**src/rtl/cmp_scan_pkg.sv**
```systemverilog
// -----------------------------------------------------------------------------
// cmp_scan_pkg
// Shared types and defaults for the comparator-scan SAR converter.
//   state_t  : sequencer states (IDLE, PICK, SEL, BIT, DONE)
//   DEF_*    : default channel count, DAC width and settle-count width
//   SYNC_STG : depth of the COMP_O synchronizer
// -----------------------------------------------------------------------------
package cmp_scan_pkg;

  localparam int DEF_N_CH = 16;
  localparam int DEF_DACW = 10;
  localparam int DEF_STLW = 4;
  localparam int SYNC_STG = 2;

  typedef enum logic [2:0] {
    IDLE = 3'd0,
    PICK = 3'd1,
    SEL  = 3'd2,
    BIT  = 3'd3,
    DONE = 3'd4
  } state_t;

endpackage

```
**src/rtl/cmp_rr_pick.sv**
```systemverilog
// -----------------------------------------------------------------------------
// cmp_rr_pick
// Combinational round-robin finder: returns the lowest enabled channel index
// strictly above ptr, wrapping through 0 and ending at ptr itself (so a single
// enabled channel equal to ptr is found again).
//   mask  in  N_CH  channel enable mask
//   ptr   in  CHW   index of the last channel served
//   idx   out CHW   next channel to serve (0 when none found)
//   found out 1     at least one channel is enabled
// -----------------------------------------------------------------------------
module cmp_rr_pick #(
  parameter int N_CH = 16,
  parameter int CHW  = $clog2(N_CH)
) (
  input  logic [N_CH-1:0] mask,
  input  logic [CHW-1:0]  ptr,
  output logic [CHW-1:0]  idx,
  output logic            found
);

  logic [CHW-1:0] pos;

  // Walk the mask starting one above the pointer; first hit wins.
  always_comb begin
    idx   = {CHW{1'b0}};
    found = 1'b0;
    pos   = {CHW{1'b0}};
    for (int i = 1; i <= N_CH; i++) begin
      pos = CHW'((int'(ptr) + i) % N_CH);
      if (!found && mask[pos]) begin
        idx   = pos;
        found = 1'b1;
      end else begin
        found = found;
      end
    end
  end

endmodule

```
**src/rtl/cmp_scan_sar.sv**
```systemverilog
// -----------------------------------------------------------------------------
// cmp_scan_sar
// Round-robin SAR sequencer for the shared analog comparator. Each enabled
// channel is selected on the comparator mux, the sample/hold is reset for a
// settle period, then DACW successive-approximation trials are run on DAC1.
// One result strobe is produced per channel.
//   clk, srstz         clock and synchronous active-low reset
//   scan_en, ch_en     scan enable and per-channel enable mask
//   settle_cyc         extra settle cycles after each mux/DAC change
//   cmp_o              raw asynchronous comparator output
//   cmp_sel            one-hot comparator mux select
//   dac1, dac1_en      DAC1 trial code and enable
//   ad_rst, ad_hold    sample/hold reset and hold
//   busy               high in every state except IDLE
//   res_vld/ch/dat     one-cycle result strobe, channel index, code
// All outputs are registered and aligned with the state register.
// -----------------------------------------------------------------------------
module cmp_scan_sar
  import cmp_scan_pkg::*;
#(
  parameter int N_CH = DEF_N_CH,
  parameter int DACW = DEF_DACW,
  parameter int STLW = DEF_STLW
) (
  input  logic                    clk,
  input  logic                    srstz,
  input  logic                    scan_en,
  input  logic [N_CH-1:0]         ch_en,
  input  logic [STLW-1:0]         settle_cyc,
  input  logic                    cmp_o,
  output logic [N_CH-1:0]         cmp_sel,
  output logic [DACW-1:0]         dac1,
  output logic                    dac1_en,
  output logic                    ad_rst,
  output logic                    ad_hold,
  output logic                    busy,
  output logic                    res_vld,
  output logic [$clog2(N_CH)-1:0] res_ch,
  output logic [DACW-1:0]         res_dat
);

  localparam int CHW  = $clog2(N_CH);
  localparam int BW   = (DACW > 1) ? $clog2(DACW) : 1;
  // Must hold settle_cyc + 2 at its maximum.
  localparam int CNTW = STLW + 2;

  // Single set bit at position b of the DAC word.
  function automatic logic [DACW-1:0] dac_bit(input logic [BW-1:0] b);
    dac_bit = {{(DACW-1){1'b0}}, 1'b1} << b;
  endfunction

  // One-hot mux select for channel c.
  function automatic logic [N_CH-1:0] ch_onehot(input logic [CHW-1:0] c);
    ch_onehot = {{(N_CH-1){1'b0}}, 1'b1} << c;
  endfunction

  state_t              state_r, state_s;
  logic [CHW-1:0]      ptr_r, ptr_s;
  logic [CHW-1:0]      ch_r, ch_s;
  logic [DACW-1:0]     acc_r, acc_s;
  logic [BW-1:0]       bit_r, bit_s;
  logic [CNTW-1:0]     cnt_r, cnt_s;

  logic [N_CH-1:0]     cmp_sel_r, cmp_sel_s;
  logic [DACW-1:0]     dac1_r, dac1_s;
  logic                dac1_en_r, dac1_en_s;
  logic                ad_rst_r, ad_rst_s;
  logic                ad_hold_r, ad_hold_s;
  logic                busy_r;
  logic                res_vld_r, res_vld_s;
  logic [CHW-1:0]      res_ch_r, res_ch_s;
  logic [DACW-1:0]     res_dat_r, res_dat_s;

  logic [SYNC_STG-1:0] sync_r;
  logic                cmp_s;

  logic [CHW-1:0]      pick_idx_s;
  logic                pick_found_s;
  logic [CNTW-1:0]     settle_ext_s;
  logic                sel_end_s;
  logic                bit_end_s;
  logic [CNTW-1:0]     cnt_inc_s;
  logic [DACW-1:0]     acc_upd_s;
  logic [BW-1:0]       bit_dec_s;

  cmp_rr_pick #(
    .N_CH (N_CH),
    .CHW  (CHW)
  ) u_pick (
    .mask  (ch_en),
    .ptr   (ptr_r),
    .idx   (pick_idx_s),
    .found (pick_found_s)
  );

  // Two-flop synchronizer for the asynchronous comparator output.
  always_ff @(posedge clk) begin
    if (!srstz) begin
      sync_r <= {SYNC_STG{1'b0}};
    end else begin
      sync_r <= {sync_r[SYNC_STG-2:0], cmp_o};
    end
  end

  assign cmp_s = sync_r[SYNC_STG-1];

  // Settle/trial counters: SEL ends at cnt==settle, a trial bit ends at
  // cnt==settle+2 so the comparator decision has crossed the synchronizer.
  assign settle_ext_s = {{(CNTW-STLW){1'b0}}, settle_cyc};
  assign sel_end_s    = (cnt_r == settle_ext_s);
  assign bit_end_s    = (cnt_r == (settle_ext_s + {{(CNTW-2){1'b0}}, 2'd2}));
  assign cnt_inc_s    = cnt_r + {{(CNTW-1){1'b0}}, 1'b1};
  assign acc_upd_s    = cmp_s ? (acc_r | dac_bit(bit_r)) : acc_r;
  assign bit_dec_s    = bit_r - {{(BW-1){1'b0}}, 1'b1};

  // Next-state and next-output logic for the scan sequencer.
  always_comb begin
    state_s   = state_r;
    ptr_s     = ptr_r;
    ch_s      = ch_r;
    acc_s     = acc_r;
    bit_s     = bit_r;
    cnt_s     = cnt_r;
    cmp_sel_s = cmp_sel_r;
    dac1_s    = dac1_r;
    dac1_en_s = dac1_en_r;
    ad_rst_s  = ad_rst_r;
    ad_hold_s = ad_hold_r;
    res_vld_s = 1'b0;
    res_ch_s  = res_ch_r;
    res_dat_s = res_dat_r;

    case (state_r)
      IDLE: begin
        if (scan_en && pick_found_s) begin
          state_s = PICK;
        end else begin
          state_s = IDLE;
        end
      end

      PICK: begin
        if (scan_en && pick_found_s) begin
          ptr_s     = pick_idx_s;
          ch_s      = pick_idx_s;
          cmp_sel_s = ch_onehot(pick_idx_s);
          dac1_en_s = 1'b1;
          dac1_s    = {DACW{1'b0}};
          ad_rst_s  = 1'b1;
          ad_hold_s = 1'b0;
          acc_s     = {DACW{1'b0}};
          cnt_s     = {CNTW{1'b0}};
          state_s   = SEL;
        end else begin
          // Scan stopped or mask emptied: park with every output at reset value.
          state_s   = IDLE;
          cmp_sel_s = {N_CH{1'b0}};
          dac1_s    = {DACW{1'b0}};
          dac1_en_s = 1'b0;
          ad_rst_s  = 1'b1;
          ad_hold_s = 1'b0;
          res_ch_s  = {CHW{1'b0}};
          res_dat_s = {DACW{1'b0}};
        end
      end

      SEL: begin
        if (sel_end_s) begin
          ad_rst_s  = 1'b0;
          ad_hold_s = 1'b1;
          bit_s     = BW'(DACW - 1);
          cnt_s     = {CNTW{1'b0}};
          dac1_s    = acc_r | dac_bit(BW'(DACW - 1));
          state_s   = BIT;
        end else begin
          cnt_s = cnt_inc_s;
        end
      end

      BIT: begin
        if (bit_end_s) begin
          acc_s = acc_upd_s;
          cnt_s = {CNTW{1'b0}};
          if (bit_r == {BW{1'b0}}) begin
            res_vld_s = 1'b1;
            res_ch_s  = ch_r;
            res_dat_s = acc_upd_s;
            ad_hold_s = 1'b0;
            state_s   = DONE;
          end else begin
            // Next trial keeps the decided bits and sets the next one down.
            bit_s  = bit_dec_s;
            dac1_s = acc_upd_s | dac_bit(bit_dec_s);
          end
        end else begin
          cnt_s = cnt_inc_s;
        end
      end

      DONE: begin
        state_s = PICK;
      end

      default: begin
        state_s   = IDLE;
        cmp_sel_s = {N_CH{1'b0}};
        dac1_s    = {DACW{1'b0}};
        dac1_en_s = 1'b0;
        ad_rst_s  = 1'b1;
        ad_hold_s = 1'b0;
        res_ch_s  = {CHW{1'b0}};
        res_dat_s = {DACW{1'b0}};
      end
    endcase
  end

  // State, datapath and registered outputs; pointer resets so channel 0 goes first.
  always_ff @(posedge clk) begin
    if (!srstz) begin
      state_r   <= IDLE;
      ptr_r     <= CHW'(N_CH - 1);
      ch_r      <= {CHW{1'b0}};
      acc_r     <= {DACW{1'b0}};
      bit_r     <= {BW{1'b0}};
      cnt_r     <= {CNTW{1'b0}};
      cmp_sel_r <= {N_CH{1'b0}};
      dac1_r    <= {DACW{1'b0}};
      dac1_en_r <= 1'b0;
      ad_rst_r  <= 1'b1;
      ad_hold_r <= 1'b0;
      busy_r    <= 1'b0;
      res_vld_r <= 1'b0;
      res_ch_r  <= {CHW{1'b0}};
      res_dat_r <= {DACW{1'b0}};
    end else begin
      state_r   <= state_s;
      ptr_r     <= ptr_s;
      ch_r      <= ch_s;
      acc_r     <= acc_s;
      bit_r     <= bit_s;
      cnt_r     <= cnt_s;
      cmp_sel_r <= cmp_sel_s;
      dac1_r    <= dac1_s;
      dac1_en_r <= dac1_en_s;
      ad_rst_r  <= ad_rst_s;
      ad_hold_r <= ad_hold_s;
      busy_r    <= (state_s != IDLE);
      res_vld_r <= res_vld_s;
      res_ch_r  <= res_ch_s;
      res_dat_r <= res_dat_s;
    end
  end

  assign cmp_sel = cmp_sel_r;
  assign dac1    = dac1_r;
  assign dac1_en = dac1_en_r;
  assign ad_rst  = ad_rst_r;
  assign ad_hold = ad_hold_r;
  assign busy    = busy_r;
  assign res_vld = res_vld_r;
  assign res_ch  = res_ch_r;
  assign res_dat = res_dat_r;

endmodule
```
**config.mk**
```make
export PLATFORM = sky130hd
export DESIGN_NAME = cmp_scan_sar
export DESIGN_NICKNAME = d
export VERILOG_FILES = /design/src/rtl/cmp_scan_pkg.sv /design/src/rtl/cmp_rr_pick.sv /design/src/rtl/cmp_scan_sar.sv
export SDC_FILE = /design/constraint.sdc
export NUM_CORES = 1
export LEC_CHECK = 0
export ABC_AREA = 0
export BUFFER_PORTS_ARGS = -buffer_cell sky130_fd_sc_hd__buf_2
export CAP_MARGIN = 25
export CORE_ASPECT_RATIO = 0.75
export CORE_MARGIN = 1.5
export CORE_UTILIZATION = 52
export DETAILED_ROUTE_END_ITERATION = 8
export PLACE_DENSITY = 0.76
export SETUP_SLACK_MARGIN = 0.1
export SYNTH_ARGS = -nofsm -noshare
export SYNTH_HDL_FRONTEND = slang
export SYNTH_SLANG_ARGS = --single-unit
```
**constraint.sdc**
```tcl
create_clock -name clk -period 5.8 [get_ports clk]
set_clock_uncertainty 0.1 [all_clocks]
set_input_delay 0.58 -clock clk [delete_from_list [all_inputs] [get_ports clk]]
set_output_delay 0.58 -clock clk [all_outputs]
set_load 0.03 [all_outputs]
```
# After elaboration in Yosys (flattened, before gate mapping)

Cells that the tools add are included.

Word-level logic and storage cells: 226
Flip-flop bits (word level): 78
Input bits: 24
Output and inout bits: 45

Shift-type cells: 3
Bitwise gates (word level): 5
Multiplexer cells: 105
Equality and inequality tests: 12
$add $sub $neg: 19
Order comparisons: 16
Reductions and logical operators: 50

Operator list:

| cell                 | number |
|---|---|
| $mux 10              | 9 |
| $mux 4               | 22 |
| $lt 4x5->1 const B   | 16 |
| $bmux 1 s4           | 16 |
| $pmux 10 s3          | 2 |
| $mux 1               | 39 |
| $add 4x4->4 const B  | 8 |
| $pmux 16 s2          | 1 |
| $or 10x10->10        | 2 |
| $pmux 10 s2          | 1 |
| $shl 1x4->10 const A | 2 |
| $mux 6               | 3 |
| $pmux 6 s3           | 1 |
| $add 4x3->4 const B  | 4 |
| $logic_and 1x1->1    | 16 |
| $mux 16              | 1 |
| $reduce_and 4->1     | 4 |
| $shl 1x4->16 const A | 1 |
| $logic_not 1->1      | 15 |
| $pmux 3 s5           | 1 |
| $ne 2x2->1 const B   | 6 |
| $pmux 4 s3           | 1 |
| $mux 3               | 3 |
| $add 4x1->4 const B  | 2 |
| other kinds (23)     | 34 |

# Longest topological paths before layout

Gate-level depths: netlist of run 1.

Word-level depth: 53
Depth in mapped cells: 17
Depth with buffers taken out: 12

# Hierarchy

Synthesis of run 1 repeated with hierarchy kept, for this count alone.

Cells, all modules: 696
Area total of the unflattened synthesis: 5904.4 um^2

Modules (own cells, without submodules):

| module       | instances | cells an instance | sequential area each (um^2) | area an instance (um^2) |
|---|---|---|---|---|
| cmp_scan_sar | 1         | 402               | 1561.5                      | 3373.2 |
| cmp_rr_pick  | 1         | 294               | 0.0                         | 2531.2 |

# Worst setup path before layout of run 1

Ideal clock, no wire load.

Path type: register to register
Start point: register ptr_r[1]
End point: register cmp_sel_r[11] (netlist: cmp_sel[11])
Cell stages (with the launch flop): 16
Arrival time: 4.106 ns
Buffers on the path: 3
Setup time: 0.117 ns
Clock period less this slack: 4.323 ns
Path slack: 1.477 ns
Required time: 5.583 ns
Cell sequence: dfxtp_1 -> buf_6 -> buf_2 -> inv_1 -> ha_1 -> buf_2 -> mux4_2 -> mux2i_1 -> mux2i_2 -> or3_4 -> or4_4 -> o22ai_2 -> nor4_1 -> nor3_4 -> nand2b_4 -> o21ai_1

Word-level cells in the longest chain between the ends: 52
Elaborated cells on any way between the ends: 114
Those cells by class: add/sub: 16; shift: 1; mux: 66; reduce/logical: 31

Ends and longest elaborated chain:

| element                                           | RTL line                                | RTL |
|---|---|---|
| start, declared                                   | cmp_scan_sar.sv:58                      | `logic [CHW-1:0] ptr_r, ptr_s;` |
| start signal, assigned                            | cmp_scan_sar.sv:221                     | `ptr_r <= CHW'(N_CH - 1);` |
| start signal, assigned                            | cmp_scan_sar.sv:237                     | `ptr_r <= ptr_s;` |
| $add 4x1->4                                       | cmp_rr_pick.sv:29                       | `pos = CHW'((int'(ptr) + i) % N_CH);` |
| $bmux 1 s4                                        | cmp_rr_pick.sv:30                       | `if (!found && mask[pos]) begin` |
| $mux 1 (implied by the code)                      | cmp_rr_pick.sv:30                       |  |
| $mux 1                                            | cmp_rr_pick.sv:30                       |  |
| $logic_not 1->1                                   | cmp_rr_pick.sv:30                       |  |
| $logic_and 1x1->1                                 | cmp_rr_pick.sv:30                       |  |
| $mux 1                                            | cmp_rr_pick.sv:30                       |  |
| $logic_not 1->1                                   | cmp_rr_pick.sv:30                       |  |
| [... 36 more ...]                                 | n/a                                     |  |
| $logic_and 1x1->1                                 | cmp_rr_pick.sv:30                       |  |
| $mux 1                                            | cmp_rr_pick.sv:30                       |  |
| $logic_not 1->1                                   | cmp_rr_pick.sv:30                       |  |
| $logic_and 1x1->1                                 | cmp_rr_pick.sv:30                       |  |
| $mux 4 or $mux 1 (tied branches)                  | cmp_rr_pick.sv:30                       |  |
| $shl 1x4->16 or $logic_and 1x1->1 (tied branches) | cmp_scan_sar.sv:54, cmp_scan_sar.sv:143 |  |
| $mux 16 (*)                                       | cmp_scan_sar.sv:143                     | `if (scan_en && pick_found_s) begin` |
| $pmux 16 s2 (*)                                   | cmp_scan_sar.sv:133                     | `case (state_r)` |
| end signal, assigned                              | cmp_scan_sar.sv:226                     | `cmp_sel_r <= {N_CH{1'b0}};` |
| end signal, assigned                              | cmp_scan_sar.sv:242                     | `cmp_sel_r <= cmp_sel_s;` |
| end, declared                                     | cmp_scan_sar.sv:64                      | `logic [N_CH-1:0] cmp_sel_r, cmp_sel_s;` |

Mark *: on every way between the ends. The rest lies on a longest branch, timed or not. The select of a mux whose other input is x is not followed.
A chain may end at the register's enable or synchronous reset.

# Worst setup path after layout of run 1

Start point: register ptr_r[0]
End point: register cmp_sel_r[7] (netlist: cmp_sel[7])

Same word-level chain as after synthesis.

==> run metrics, run 1 <==
Comb power frac between 30% and 40%; Post-Place Cell Area around 6100 sq um; die span in x 124 um; Max-slew headroom between 30% and 40%; Post-synth ARST share 0%; Post-DRT Antenna Nets 0; Place WS 1.32 ns; filler cell count slightly above 900; P_sw 0.000690 W; Seq/Total Area, Yosys 27.4%; CTS tree yes; FF-to-FF End cmp_sel[7]; Final setup viols 0; Power Dens Cells around 290 nW/um^2; hold endpoint sync_r[1]; crit start category flip-flop; Period Utilization, post-route 78.2%; total iterations of the first detailed-routing run 5; worst-path cell chain inv_1, ha_1, mux4_2, mux2i_1, mux2i_1, buf_4, or3b_1, or4_4, nor2_1, a211oi_1, a21oi_1, nand2b_1, o21ai_1; total CTS buffers 9; IO Pins 69; Final Hold Viols 0; Die ar. 11600 sq um; number of global-route vias before repair 5158; fin crit period 4.54 ns; clk slew on worst S/H paths 0.06 ns; count of distinct cell types in the synthesized netlist 83; WP data arrival 4.66 ns; FF-to-FF Start ptr_r[0]; Setup WS post-layout ~1.3 ns; final non-filler cell total 867; antenna cell count 0; initial antenna violation count 0; syn_area_per_cell between 8 and 9 sq um; Yosys warning total 0; Hold Crit Class flip-flop to flip-flop; first-pass GRT wire length 26.8 mm; Core Area 10500 sq um; All-Layer GR Usage 29.9%; pin count of the biggest net entering global routing 44; Fmax 220 MHz; CP most frequent cell mux2i_1; VDD IR-drop max 138 uV; Inst Count DP 850; Max FO, Critical Path 15; Internal Pwr Total ~0.0012 W; #FFs+latches synth 78; post-route cell area 6430 sq um; HPWL after DPL 12.5 mm; Starting DRT DRC Count 446; slowest CP cell ha_1; Worst EP required 5.92 ns; Slew Viols, Final 0; vias per inst 6.54; Tightest Pin Transition 0.907 ns; setup TNS 0 ns; post_cts resized 0; Worst Min Path Start sync_r[0]; via count between 5000 and 6000; die height 93.7 um; sequential power share 30.7%; total gr overflow 0; Post-CTS Setup Inserts 0; count of input and output buffers between 60 and 70; row count 32; final net count 766; H-tree Lvls 3; DRC violations left 0; CTS max path bufs 2; cells after synthesis around 670; Pwr Total 0.00185 W; hold-critical path depth 1; Net Sw Frac a little under two fifths; worst r2r path cells 13; routability cong. 1.04; Synth Flop Type dfxtp_1; drt wl/cell approximately 20 um; Crit path largest cell delay 0.73 ns; max_cap viols 0; Worst R2R Setup Slack 1.26 ns; initial core utilization 54.4%; Synth Cell Area 5710 sq um; final WL approximately 17 mm; Synth Net Count 712; critical path type flip-flop to flip-flop; RSZ-0062 raised after global routing false; Worst-Skew Late Latency 0.34 ns; Pleak between 2 and 2.5 nW; clock power share 30.8%; EDFF count, synth 0; outcome complete, no violations; Root Driver clkbuf_16; # clock sinks 78; Area growth syn-to-layout 12.7%; share of post-route cells with drive strength above 1 22.0%; CP endpoint kind flip-flop; hold_buf cts 0
[power groups by stage]
stage	sequential [W]	clock [W]	combinational [W]
final	0.000567	0.000569	0.000710
after global routing	0.000569	0.000596	0.000754
after CTS	0.000567	0.000573	0.000687
after detailed placement	0.000578	0	0.000683
after global placement	0.000577	0	0.000683
after floorplan	0.000594	0	0.000494
[critical path, delay by kind of cell (launching register included)]
kind | cells | cell delay (ns)
multiplexers | 3 | 0.93
flip-flops | 1 | 0.44
buffers and inverters | 2 | 0.38
adder cells (fa/ha/maj) | 1 | 0.73
AND/OR/NAND/NOR | 4 | 1.31
AO/OA/AOI/OAI | 3 | 0.53
[stage by stage]
| stage | hold WS, ns | utilization, % |
|---|---|---|
| 2_1_floorplan | 0.312 | - |
| 3_3_place_gp | 0.314 | 58.3 |
| 3_5_place_dp | 0.330 | 58.3 |
| 4_1_cts | 0.341 | 61.2 |
| 5_1_grt | 0.358 | 61.3 |
| 6_report | 0.337 | 61.3 |
[worst max path at each step]
stage,from,to,slack [ns],depth (start not counted)
finish,ptr_r[0],cmp_sel[7],1.26,13
CTS,ptr_r[0],acc_r[8],1.30,12
global route,ptr_r[0],acc_r[1],0.96,13
global placement,ptr_r[1],cmp_sel[3],1.50,11
detailed placement,ptr_r[0],acc_r[8],1.32,12
floorplan,ptr_r[1],cmp_sel[11],1.48,15
[cell usage after synthesis, drive strengths merged (4+ instances only)]
master   n  area share [%]
dfxtp   78              27
a211oi  17             2.2
a21oi   46             4.0
a31oi    8            0.99
mux2i   37             6.9
clkbuf  22             1.4
xnor2    9             1.5
inv     12            0.79
o32ai    4            0.61
xor2     9             1.4
nor2b    4            0.48
nand3   22             1.9
o21a     4            0.55
o21ai   40             3.5
o211ai   5            0.66
nor3    28             2.8
ha      15             3.3
a221oi   7             1.1
or3      5            0.64
nand2   81             5.4
buf     12             1.4
nand2b  12             1.6
mux2    10             2.0
o22ai    9             1.1
nor2    75             4.9
mux4    27              11
and2     9            0.99
nor4     6            0.77
[registers in the layout (all words and copies together), names as in the netlist]
name     count
cmp_sel     16
bit_r        4
ad_hold      1
ad_rst       1
sync_r       2
res_vld      1
dac1_en      1
cnt_r        6
res_dat     10
acc_r       10
dac1        10
res_ch       4
state_r      3
busy         1
ch_r         4
ptr_r        4
[final cells by class]
type	instances	area, sq um	share of cell area (%)
well taps	136	170	2.64
inverters	14	52.6	0.817
flip-flops and latches	78	1560	24.3
clock buffers	10	239	3.71
repair buffers	77	412	6.40
multi-input cells	547	3940	61.2
clock inverters	5	58.8	0.914
[cells by family (layout without fill, tap and decap cells)]
logic type / count (synthesis) / after routing / share of synthesized area (%)
AO/OA/AOI/OAI: 173 / 173 / 20.1
XOR/XNOR: 18 / 18 / 2.89
adder cells (fa/ha/maj): 15 / 15 / 3.29
buffers and inverters: 48 / 106 / 3.79
flip-flops: 78 / 78 / 27.4
multiplexers: 74 / 74 / 19.5
AND/OR/NAND/NOR: 267 / 267 / 23.1
[cells in the final DEF (no fill, tap or decap), drive strengths merged, types with 4 or more instances in the layout]
cell / netlist / routed
nand2: 81 / 81
dfxtp: 78 / 78
buf: 12 / 77
nor2: 75 / 75
a21oi: 46 / 46
o21ai: 40 / 40
mux2i: 37 / 37
nor3: 28 / 28
mux4: 27 / 27
nand3: 22 / 22
a211oi: 17 / 17
ha: 15 / 15
inv: 12 / 13
nand2b: 12 / 12
mux2: 10 / 10
clkbuf: 22 / 10
xor2: 9 / 9
and2: 9 / 9
xnor2: 9 / 9
o22ai: 9 / 9
a31oi: 8 / 8
a221oi: 7 / 7
nor4: 6 / 6
o211ai: 5 / 5
or3: 5 / 5
o32ai: 4 / 4
nor2b: 4 / 4
o21a: 4 / 4
[routing by layer]
metal  track usage [%]  share of wire (%)
met4              7.86                1.5
met5                 0                  0
met2              43.2                 42
met1              45.3                 47
met3              5.83                9.3
Power figures use the tool's default switching activity.
==> run 2, diff against run 1 <==
--- a/config.mk
+++ b/config.mk
@@ -12,7 +12,7 @@
 export CORE_MARGIN = 1.5
 export CORE_UTILIZATION = 52
 export DETAILED_ROUTE_END_ITERATION = 8
-export PLACE_DENSITY = 0.76
+export PLACE_DENSITY = 0.78
 export SETUP_SLACK_MARGIN = 0.1
 export SYNTH_ARGS = -nofsm -noshare
 export SYNTH_HDL_FRONTEND = slang
==> constraint.sdc (replaced) <==
create_clock -name clk -period 3.9 [get_ports clk]
set_clock_uncertainty 0.1 [all_clocks]
set_input_delay 0.39 -clock clk [delete_from_list [all_inputs] [get_ports clk]]
set_output_delay 0.39 -clock clk [all_outputs]
set_load 0.03 [all_outputs]
==> run metrics, run 2 (synthesized netlist as in run 1, its figures left out) <==
outcome complete, no violations; Tightest Pin Transition 0.933 ns (+0.0255 ns); CTS tree yes; pin count of the biggest net entering global routing 43 (-2.3%); initial core utilization 54.4% (unchanged); filler cell count 806 (-13%); total CTS buffers 9 (unchanged); H-tree Lvls 3 (unchanged); VDD IR-drop max 256 uV (+86%); hold-critical path depth 2 (+1); Die ar. 11600 sq um (unchanged); final WL 18.8 mm (+11%); Max-slew headroom 37.6% (-1.7 points); Period Utilization, post-route 97.7% (+19 points); CP endpoint kind flip-flop; die span in x 124 um (unchanged); top sig layer met4; total gr overflow 0 (unchanged); HPWL after DPL 13.8 mm (+10%); row count 32 (unchanged); max_cap viols 0 (unchanged); hold endpoint sync_r[0]; DRC violations left 0 (unchanged); Post-DRT Antenna Nets 0 (unchanged); Worst R2R Setup Slack 0.09 ns (-1.17 ns); first-pass GRT wire length 28.8 mm (+7.6%); Worst Min Path Start cmp_o; routed length on met1 8.48 mm (+6.7%); RSZ-0062 raised after global routing true; Pleak 2.83 nW (+16%); via count 6010 (+6.0%); Starting DRT DRC Count 530 (+19%); Max FO, Critical Path 20 (+5); antenna cell count 0 (unchanged); CTS max path bufs 2 (unchanged); worst-path cell chain buf_12, inv_1, ha_2, mux2i_4, o211ai_1, or4b_4, or4_4, o22ai_4, nor4_4, nor3_4, nand2b_4, o21ai_1; worst hold slack 0.168 ns (-0.170 ns); share of post-route cells with drive strength above 1 33.7% (+12 points); Slew Viols, Final 0 (unchanged); most frequent cells in the layout 79 x nand2_1, 76 x dfxtp_1, 74 x nor2_1, 69 x buf_4, 68 x buf_2; WP data arrival 3.93 ns (-0.73 ns); Hold Crit Class input pin to flip-flop; routed wl met2 8.11 mm (+13%); most common cell after layout, fill and taps aside nand2_1; Final setup viols 0 (unchanged); Worst EP required 4.02 ns (-1.90 ns); vias per inst 6.43 (-1.6%); FF-to-FF End cmp_sel[8]; routability cong. 0.938 (-9.9%); # clock sinks 78 (unchanged); Final Hold Viols 0 (unchanged); Worst-Skew Late Latency 0.34 ns (about the same); worst r2r path cells 12 (-1); Core Area 10500 sq um (unchanged); fin crit period 3.81 ns (-0.727 ns); Crit path largest cell delay 0.56 ns (-0.17 ns); IO Pins 69 (unchanged); crit start category flip-flop; max FFs per register 16 (unchanged); Met3 Routed Length 1.89 mm (+20%); critical path type flip-flop to flip-flop; Fmax 262 MHz (+19%); Pwr Total 0.00312 W (+69%); Power Dens Cells 423 nW/um^2 (+47%); FF-to-FF Start ptr_r[2]; number of global-route vias before repair 5431 (+5.3%); All-Layer GR Usage 32.4% (+2.4 points); total iterations of the first detailed-routing run 5 (unchanged); count of input and output buffers 68 (unchanged); die height 93.7 um (unchanged); setup TNS 0 ns (unchanged); final net count 832 (+8.6%); Area growth syn-to-layout 29.1%; drt wl/cell 20.1 um (+2.7%); clk slew on worst S/H paths 0.06 ns (about the same); Root Driver clkbuf_16; slowest CP cell or4b_4; initial antenna violation count 0 (unchanged)
-- run 2: cell count changes in the layout (fill, tap and decap cells not counted), moves of 4 or more --
cell and change:
o21ai_2 +5, mux2i_1 -8, mux2i_4 +5, o21ai_1 -5, buf_4 +61, buf_12 +4
-- run 2: layout make-up --
type                            instances  area (sq um)  area share [%]
Clock buffer                           10           229            3.11
Clock inverter                          6          93.8            1.27
Inverter                               14          56.3           0.764
Multi-Input combinational cell        547          4280            58.0
Sequential cell                        78          1570            21.3
Tap cell                              136           170            2.31
Timing Repair Buffer                  143           975            13.2
-- run 2: how the worst max path moves through the flow --
stage / endpoint / slack, ns / from
after floorplan: cmp_sel[10] / 0.02 / ptr_r[1]
after global placement: cmp_sel[7] / 0.05 / ptr_r[1]
after detailed placement: acc_r[5] / -0.02 / ptr_r[1]
after CTS: cmp_sel[10] / 0.12 / ptr_r[0]
after global routing: ptr_r[2] / -0.04 / ptr_r[1]
final: cmp_sel[8] / 0.09 / ptr_r[2]
-- run 2: per-stage QoR --
step | setup slack (ns) | utilization (%) | cell area [sq um] | std cells
after floorplan | 0.0158 | - | 5850 | 673
after global routing | -0.0363 | 70.3 | 7370 | 934
final | 0.0904 | 70.3 | 7370 | 934
after global placement | 0.0519 | 63.4 | 6660 | 900
after CTS | 0.121 | 67.5 | 7080 | 924
after detailed placement | -0.0244 | 63.4 | 6660 | 900
-- run 2: report_power, final --
part,internal (W),total [W],leakage (nW),switching [W]
Clock,0.000565,0.000899,0.153,0.000334
Combinational,0.000597,0.00137,2.05,0.000777
Sequential,0.000822,0.000845,0.631,0.0000231
-- run 2: metal layers --
layer	track usage [%]	up-vias
li1	-	2759
met3	8.07	32
met5	0	-
met4	6.06	0
met2	47.3	323
met1	48.4	2896
-- run 2: what timing repair did --
action	in CTS	in global routing
setup buffers	8	9
gates cloned	0	1
resized for setup	10	35
pin swaps	4	11
setup endpoints to repair	32	49
hold buffers	0	0
-- run 2: worst max-delay path, delay by kind of cell (launching register included) --
kind | cells | cell delay [ns]
simple gates | 5 | 1.63
compound gates | 3 | 0.52
buf+inv | 2 | 0.29
fa+ha+maj | 1 | 0.46
mux | 1 | 0.32
flops | 1 | 0.36
==> run 3, diff against run 2 <==
--- a/config.mk
+++ b/config.mk
@@ -10,9 +10,10 @@
 export CAP_MARGIN = 25
 export CORE_ASPECT_RATIO = 0.75
 export CORE_MARGIN = 1.5
-export CORE_UTILIZATION = 52
+export CORE_UTILIZATION = 47
 export DETAILED_ROUTE_END_ITERATION = 8
-export PLACE_DENSITY = 0.78
+export PLACE_DENSITY = 0.7
+export RECOVER_POWER = 50
 export SETUP_SLACK_MARGIN = 0.1
 export SYNTH_ARGS = -nofsm -noshare
 export SYNTH_HDL_FRONTEND = slang
==> constraint.sdc (replaced) <==
create_clock -name clk -period 4.8 [get_ports clk]
set_clock_uncertainty 0.1 [all_clocks]
set_input_delay 0.48 -clock clk [delete_from_list [all_inputs] [get_ports clk]]
set_output_delay 0.48 -clock clk [all_outputs]
set_load 0.03 [all_outputs]
==> run metrics, run 3 (synthesized netlist as in run 1, its figures left out) <==
RSZ-0062 raised after global routing true; FF-to-FF Start ptr_r[1]; fin crit period 4.38 ns (+0.573 ns); H-tree Lvls 3 (unchanged); share of post-route cells with drive strength above 1 16.7% (-17 points); critical path type flip-flop to flip-flop; Max-slew headroom 34.9% (-2.7 points); total gr overflow 0 (unchanged); antenna cell count 0 (unchanged); Post-CTS Setup Inserts 0 (-8); total CTS buffers 9 (unchanged); vias per inst 6.19 (-3.7%); Period Utilization, post-route 91.3% (-6.4 points); FF-to-FF End cmp_sel[11]; worst-path cell chain inv_1, ha_1, mux4_2, mux2i_1, mux2i_1, buf_4, or3b_1, or4_4, o22ai_2, nor4_1, nor3_4, nand2b_4, o21ai_1; die height 98.5 um (+5.0%); crit start category flip-flop; IO Pins 69 (unchanged); Core Area 11700 sq um (+12%); die span in x 130 um (+5.1%); via count 5593 (-6.9%); CTS tree yes; WP data arrival 4.51 ns (+0.58 ns); most frequent cells in the layout 79 x nand2_1, 78 x dfxtp_1, 75 x nor2_1, 49 x clkbuf_1, 46 x a21oi_1; initial core utilization 48.8% (-5.6 points); drt wl/cell 18.8 um (-6.4%); DRC violations left 0 (unchanged); max_cap viols 0 (unchanged); Crit path largest cell delay 0.55 ns (about the same); Post-DRT Antenna Nets 0 (unchanged); # clock sinks 78 (unchanged); routability cong. 0.992 (+5.8%); Final Core Density 55.5% (-15 points); outcome complete, no violations; number of global-route vias before repair 5185 (-4.5%); Fmax 228 MHz (-13%); CP endpoint kind flip-flop; total iterations of the first detailed-routing run 5 (unchanged); Final setup viols 0 (unchanged); pin count of the biggest net entering global routing 43 (unchanged); Starting DRT DRC Count 619 (+17%); most common cell after layout, fill and taps aside nand2_1; Worst Min Path Start cmp_o; CTS max path bufs 2 (unchanged); count of input and output buffers 68 (unchanged); Worst-Skew Late Latency 0.34 ns (about the same); Die ar. 12800 sq um (+10%); post_cts resized 0 (-10); Area growth syn-to-layout 13.8%; Pleak 2.28 nW (-19%); Setup WS post-layout 0.417 ns (+0.327 ns); Worst R2R Setup Slack 0.42 ns (+0.33 ns); worst r2r path cells 13 (+1); slowest CP cell dfxtp_1; hold-critical path depth 2 (unchanged); max FFs per register 16 (unchanged); Max FO, Critical Path 10 (-50%); Place WS 0.304 ns (+0.328 ns); hold_buf cts 0 (unchanged); setup TNS 0 ns (unchanged); row count 34 (+6.3%); final net count 775 (-6.9%); Tightest Pin Transition 0.977 ns (+0.0443 ns); HPWL after DPL 12.7 mm (-7.9%); clk slew on worst S/H paths 0.06 ns (about the same); VDD IR-drop max 177 uV (-31%); Final Hold Viols 0 (unchanged); initial antenna violation count 0 (unchanged); Root Driver clkbuf_16; Hold Crit Class input pin to flip-flop; Power Dens Cells 344 nW/um^2 (-19%); CP most frequent cell mux2i_1; Pwr Total 0.00224 W (-28%); Worst EP required 4.93 ns (+0.91 ns); first-pass GRT wire length 27.0 mm (-6.2%); hold endpoint sync_r[0]; final WL 17.0 mm (-9.5%); Slew Viols, Final 0 (unchanged); All-Layer GR Usage 27.0% (-5.4 points)
[run 3: per-layer routing]
| layer | track usage (%) | vias up | share of wire (%) |
|---|---|---|---|
| met5 | 0 | - | 0 |
| met4 | 6.24 | 0 | 1.5 |
| met3 | 9.17 | 27 | 10 |
| li1 | - | 2633 | - |
| met1 | 39.0 | 2669 | 46 |
| met2 | 38.7 | 264 | 42 |
[run 3: where the power goes]
group | switching, W | leakage, nW | internal (W) | total [W]
sequential | 0.0000185 | 0.632 | 0.000668 | 0.000686
clock | 0.000275 | 0.143 | 0.000406 | 0.000681
combinational | 0.000542 | 1.51 | 0.000327 | 0.000870
total | 0.000835 | 2.28 | 0.00140 | 0.00224
[run 3: through the flow]
step                      hold slack (ns)  std cells  instance area [sq um]
final                               0.256        903                   6500
after floorplan                     0.312        673                   5710
after global routing                0.256        903                   6500
after detailed placement            0.320        885                   6220
after global placement              0.327        885                   6220
after CTS                           0.252        901                   6520
[run 3: final cells by class]
class	instances	area, sq um
Multi-Input combinational cell	547	3960
Tap cell	162	203
Clock inverter	6	72.6
Sequential cell	78	1560
Fill cell	1097	5200
Inverter	14	52.6
Clock buffer	10	229
Timing Repair Buffer	86	417
[run 3: worst max-delay path by stage]
stage               startpoint           to  slack, ns  cells after the start
finish                ptr_r[1]  cmp_sel[11]       0.42                     13
global route          ptr_r[1]    res_ch[1]       0.09                     12
CTS                   ptr_r[1]     acc_r[8]       0.24                     12
detailed placement    ptr_r[1]     acc_r[8]       0.30                     12
global placement      ptr_r[1]   res_dat[9]       0.44                     11
floorplan             ptr_r[1]  cmp_sel[11]       0.48                     15
[run 3: worst max-delay path: cells and delay by family, from the launching register on]
family                     cells  cell delay, ns
and+or+nand+nor                5            1.58
muxes                          3            0.97
buffers and inverters          2            0.32
adders and majority gates      1            0.52
AOI/OAI and AO/OA              2            0.23
DFF                            1            0.55
